`src/rtl/alu_resp_unit.sv`:
```
// ============================================================================
//  Module   : alu_resp_unit
//  Brief    : Handshaked ALU responder (AND/OR/ADD/SUB/SLT-family/NOR) with a
//             2-entry in-order response FIFO and accepted-request counter.
//  Revision : 1.0
// ============================================================================
`default_nettype none

module alu_resp_unit #(
    parameter int WIDTH = 32,
    parameter int CNT_W = 16
) (
    input  logic             clk,
    input  logic             rst,
    input  logic             in_valid,
    output logic             in_ready,
    input  logic [WIDTH-1:0] src1,
    input  logic [WIDTH-1:0] src2,
    input  logic [3:0]       ALU_control,
    input  logic [2:0]       bonus_control,
    output logic             out_valid,
    input  logic             out_ready,
    output logic [WIDTH-1:0] result,
    output logic [2:0]       zcv,
    output logic             err,
    output logic [CNT_W-1:0] op_count
);

    localparam logic [3:0] OP_AND = 4'd0;
    localparam logic [3:0] OP_OR  = 4'd1;
    localparam logic [3:0] OP_ADD = 4'd2;
    localparam logic [3:0] OP_SUB = 4'd6;
    localparam logic [3:0] OP_SLT = 4'd7;
    localparam logic [3:0] OP_NOR = 4'd12;
    localparam int         ENT_W  = WIDTH + 4;

    logic [WIDTH:0]   sum_ext;
    logic [WIDTH:0]   diff_ext;
    logic             add_ovf;
    logic             sub_ovf;
    logic             lt;
    logic             eq;
    logic             cmp;
    logic [WIDTH-1:0] alu_res;
    logic             alu_cout;
    logic             alu_ovf;
    logic             alu_err;
    logic             alu_zero;

    logic [ENT_W-1:0] mem [2];
    logic             wr_ptr;
    logic             rd_ptr;
    logic [1:0]       count;
    logic             push;
    logic             pop;
    logic [ENT_W-1:0] head;

    assign sum_ext  = {1'b0, src1} + {1'b0, src2};
    assign diff_ext = {1'b0, src1} + {1'b0, ~src2} + {{WIDTH{1'b0}}, 1'b1};
    assign add_ovf  = (src1[WIDTH-1] == src2[WIDTH-1]) && (sum_ext[WIDTH-1] != src1[WIDTH-1]);
    assign sub_ovf  = (src1[WIDTH-1] != src2[WIDTH-1]) && (diff_ext[WIDTH-1] != src1[WIDTH-1]);
    assign lt       = diff_ext[WIDTH-1] ^ sub_ovf;
    assign eq       = (src1 == src2);

    always_comb begin
        alu_res  = '0;
        alu_cout = 1'b0;
        alu_ovf  = 1'b0;
        alu_err  = 1'b0;
        cmp      = 1'b0;
        case (ALU_control)
            OP_AND: alu_res = src1 & src2;
            OP_OR:  alu_res = src1 | src2;
            OP_NOR: alu_res = ~(src1 | src2);
            OP_ADD: begin
                alu_res  = sum_ext[WIDTH-1:0];
                alu_cout = sum_ext[WIDTH];
                alu_ovf  = add_ovf;
            end
            OP_SUB: begin
                alu_res  = diff_ext[WIDTH-1:0];
                alu_cout = diff_ext[WIDTH];
                alu_ovf  = sub_ovf;
            end
            OP_SLT: begin
                case (bonus_control)
                    3'b000:  cmp = lt;
                    3'b001:  cmp = !lt && !eq;
                    3'b010:  cmp = lt || eq;
                    3'b011:  cmp = !lt;
                    3'b100:  cmp = eq;
                    3'b101:  cmp = !eq;
                    default: alu_err = 1'b1;
                endcase
                alu_res = {{(WIDTH-1){1'b0}}, cmp};
            end
            default: alu_err = 1'b1;
        endcase
    end

    // Illegal requests leave result at 0, so zero=1 yields the required zcv=100.
    assign alu_zero = (alu_res == '0);

    assign in_ready  = (count < 2'd2);
    assign out_valid = (count != 2'd0);
    assign push      = in_valid && in_ready;
    assign pop       = out_valid && out_ready;

    always_ff @(posedge clk or posedge rst) begin
        if (rst) begin
            mem[0]   <= '0;
            mem[1]   <= '0;
            wr_ptr   <= 1'b0;
            rd_ptr   <= 1'b0;
            count    <= 2'd0;
            op_count <= '0;
        end else begin
            if (push) begin
                mem[wr_ptr] <= {alu_err, alu_zero, alu_cout, alu_ovf, alu_res};
                wr_ptr      <= ~wr_ptr;
                op_count    <= op_count + CNT_W'(1);
            end
            if (pop) begin
                rd_ptr <= ~rd_ptr;
            end
            case ({push, pop})
                2'b10:   count <= count + 2'd1;
                2'b01:   count <= count - 2'd1;
                default: count <= count;
            endcase
        end
    end

    assign head   = mem[rd_ptr];
    assign result = out_valid ? head[WIDTH-1:0]       : '0;
    assign zcv    = out_valid ? head[WIDTH+2:WIDTH]   : 3'b000;
    assign err    = out_valid ? head[WIDTH+3]         : 1'b0;

endmodule

`default_nettype wire

```
`config.mk`:
```
export PLATFORM = sky130hd
export DESIGN_NAME = alu_resp_unit
export DESIGN_NICKNAME = d
export VERILOG_FILES = /design/src/rtl/alu_resp_unit.sv
export SDC_FILE = /design/constraint.sdc
export NUM_CORES = 1
export LEC_CHECK = 0
export CAP_MARGIN = 20
export CORE_MARGIN = 5
export CORE_UTILIZATION = 35
export DETAILED_ROUTE_END_ITERATION = 7
export PLACE_DENSITY = 0.65
export SYNTH_ARGS = -nofsm -noshare
export SYNTH_HDL_FRONTEND = slang
export SYNTH_SLANG_ARGS = --single-unit
```
`constraint.sdc`:
```
create_clock -name clk -period 6.2 [get_ports clk]
set_clock_uncertainty 0.2 [all_clocks]
set_input_delay 1.86 -clock clk [delete_from_list [all_inputs] [get_ports clk]]
set_output_delay 1.86 -clock clk [all_outputs]
set_load 0.02 [all_outputs]
```
==> flow_summary.toml <==
[place]
globalplace.congestion = 1.02
pre_cts_slack_ns = -0.663
dpl-instance-area_sq_um = 12700
place.detailed.hpwl_microns = 29100
placement.io_buffers = 128

[critical_path]
crit_required_ns = 6.26
r2r-start = "count[1]"
setup.worst_path.start = "src1[13]"
crit-reg2reg-capture = "mem[34]"
critical_path.endpoint_type = "flop"
cp_num_buf_inv = 3
r2r.worst_path.cells = 4
path_cells = "dlygate4sd2_1 -> buf_4 -> ha_1 -> nor2_2 -> a221oi_2 -> o21ba_4 -> nor4bb_4 -> a21oi_2 -> buf_4 -> o22a_1 -> a21oi_2 -> nor2_1 -> nor2_1 -> fa_2 -> mux2i_1 -> a22oi_2 -> mux2i_1 -> a221oi_2 -> nand4_1 -> nor4_2 -> nand4_1 -> or4_4 -> o21ai_2"
critPathMaxFanout = 4
regToRegSetupSlack_ns = 3.71
critical_path_depth = 23
critPathKind = "in2reg"
critical-path-slowest-cell = "or4_4"
critical_path_sink = "mem[70]"
critical_path_arrival_ns = 6.09
crit_family = "simple AND/OR/NAND/NOR gates"
critPathLaunchType = "primary input"
worst_path_largest_cell_delay_ns = 0.58

[grt]
pin_count_of_the_biggest_net_entering_global_routing = 70
number_of_antenna_violations_at_the_first_check_in_global_routing = 1
first_global_vias = 10900
globalRoute.totalOverflow = 0
groute.usage.overall_pct = 23.1
first_pass_grt_wire_length_microns = 59300

[route]
route.detailed.drc = 0
detailedRoute.firstPassIterationCount = 6
finalWirelength_microns = 37600
wl_per_cell_microns = 19.4
ant_nets = 0
route.vias.total = 11000
vias_per_cell = 5.67
drt_iter0_drc = 990

[timing]
setup_tns_ns = 0
finalCritPeriodShare_pct = 97.2
report.final.hold_viol_count = 0
slew_headroom_pct = 43.7
final.min_clock_period_ns = 6.02
setup_violations = 0
fmax_mhz = 166
fin_ws_ns = 0.176
tightestPinTransition_ns = 0.843
holdWs_ns = 0.271
report.final.slew_viol_count = 0

[floorplanning]
floorplan.die_area_sq_um = 31900
rows = 61
floorplan.initialDensity_pct = 35.7
die_x_microns = 179
ioPinCount = 129
fp.dieH_microns = 179
coreArea_sq_um = 27900

[clock_network]
ctsLongestPathBuffers = 2
postCtsHoldBufs = 0
h_tree_level_count = 3
worst_skew_pair.late_latency_ns = 0.33
number_of_clock_sinks = 92
tritoncts = "built"
cts_inserted_buffers = 9
cts-root-buf = "clkbuf_16"
clkTransAtPathRegs_ns = 0.06

[yosys]
synth_sequential_area_ratio_pct = 23.1
netlist_instances = 1304
async_flop_share_pct = 100
yosys_warnings = 0
post-synth-top-area-cell = "dfrtp_1"
top_count_cell_post_synth = "nand2_1"
synth_nets = 1480
postSynthRegisterBits = 92
ys_top_cells_by_count = "nand2_1, nor2_1, o21ai_0"
yosys_most_used_dff = "dfrtp_1"
synth_enable_flop_cells = 0
synthDominantCellAreaShare_pct = 23.1
synth.lib_cells_used.distinct = 83
yosys-top-cells-area = "dfrtp_1, ha_1, nand2_1"
post_synth_instance_area_sq_um = 9960
syn_area_per_cell_sq_um = 7.64

[power_and_ir_drop]
cellLeakagePower_uw = 0.00620
switching_share_pct = 42.6
power.combinational.fraction_pct = 56.3
share_clk_of_total_power_pct = 15.2
power.net_switching_uw = 1500
irDropWorstVdd_uv = 183
powerDensity_nw_per_um2 = 257
finalPower_uw = 3530
internal_power_uw = 2030
power.sequential.fraction_pct = 28.5

[finish]
num-nets-final = 1732
num-fill-cells = 2770
area.growth.synth_to_final_pct = 37.7
layout.cell_area.non_filler_sq_um = 13700
post_route_cells_drive_above_1_share_pct = 23.1

[status]
outcome = "completed"

[min_path]
holdCritPathClass = "reg2reg"

[flow_run]
max_cap_violations = 0
how the worst min path moves through the flow:
stage	endpoint	cells past startpoint	slack, ns	from
after detailed placement	mem[65]	2	0.26	mem[65]
after floorplan	mem[68]	2	0.24	mem[68]
after global routing	mem[65]	2	0.30	mem[65]
after global placement	mem[68]	2	0.25	mem[68]
after CTS	mem[68]	2	0.28	mem[68]
final	op_count[15]	1	0.27	op_count[15]
layer usage:
metal,part of all wire [%],global-route usage [%],vias to the layer above,routed length [microns]
met5,0.029,0,-,11
met2,46,37.4,502,17200
li1,-,-,5235,-
met4,3.5,8.99,2,1320
met3,7.3,2.51,91,2750
met1,43,31.8,5168,16300
layout by cell type, fill, tap and decap left out, types with 22 or more instances in the layout:
cell type and count:
nor2_1 110, inv_1 59, inv_2 38, o21ai_0 101, nand2_1 153, buf_4 189
dfrtp_1 91, mux2i_1 42, a22oi_1 33, clkdlybuf4s50_1 80, a21oi_1 69, ha_4 22
ha_1 69
cell families (layout without fill, tap and decap cells):
kind of cell    count (synthesis)  after routing  synth area share, %
simple gates                  426            426                 20.1
compound gates                424            424                 29.0
buf+inv                       183            440                 7.25
fa+ha+maj                     101            101                 12.9
flops                          92             92                 23.1
mux                            49             49                 5.01
xor+xnor                       29             29                 2.55
other cells                     0              1                    0
power by group through the flow:
stage	clock [uW]	combinational, uW	sequential [uW]
final	535	1990	1010
after floorplan	0	1130	975
after detailed placement	0	1860	1060
after CTS	547	1930	1050
after global routing	567	2180	1050
after global placement	0	1840	1040
per-stage QoR:
stage | std cells | util [%]
after floorplan | 1304 | -
after global placement | 1897 | 45.3
after detailed placement | 1897 | 45.3
after CTS | 1933 | 48.2
after global routing | 1939 | 49.1
final | 1940 | 49.1
sequential cells by signal, indices dropped and copies added (netlist names):
signal / flops
count: 2
mem: 72
op_count: 16
rd_ptr: 1
wr_ptr: 1
layout make-up:
cell class                 instances  area, sq um  area share (%)
inverter                         101          380            2.77
clock inverter                     7         67.6           0.493
timing repair buffer             323         2790            20.3
tap                              378          473            3.45
antenna                            1         2.50          0.0182
clock buffer                       9          225            1.64
sequential                        92         2300            16.8
multi-input combinational       1029         7480            54.5
what timing repair did:
action / 4_1_cts / 5_1_grt
buffers inserted: 20 / 5
setup endpoints to repair: 2 / 2
resized for setup: 112 / 71
pin swaps: 40 / 35
(Power assumes the default switching activity.)
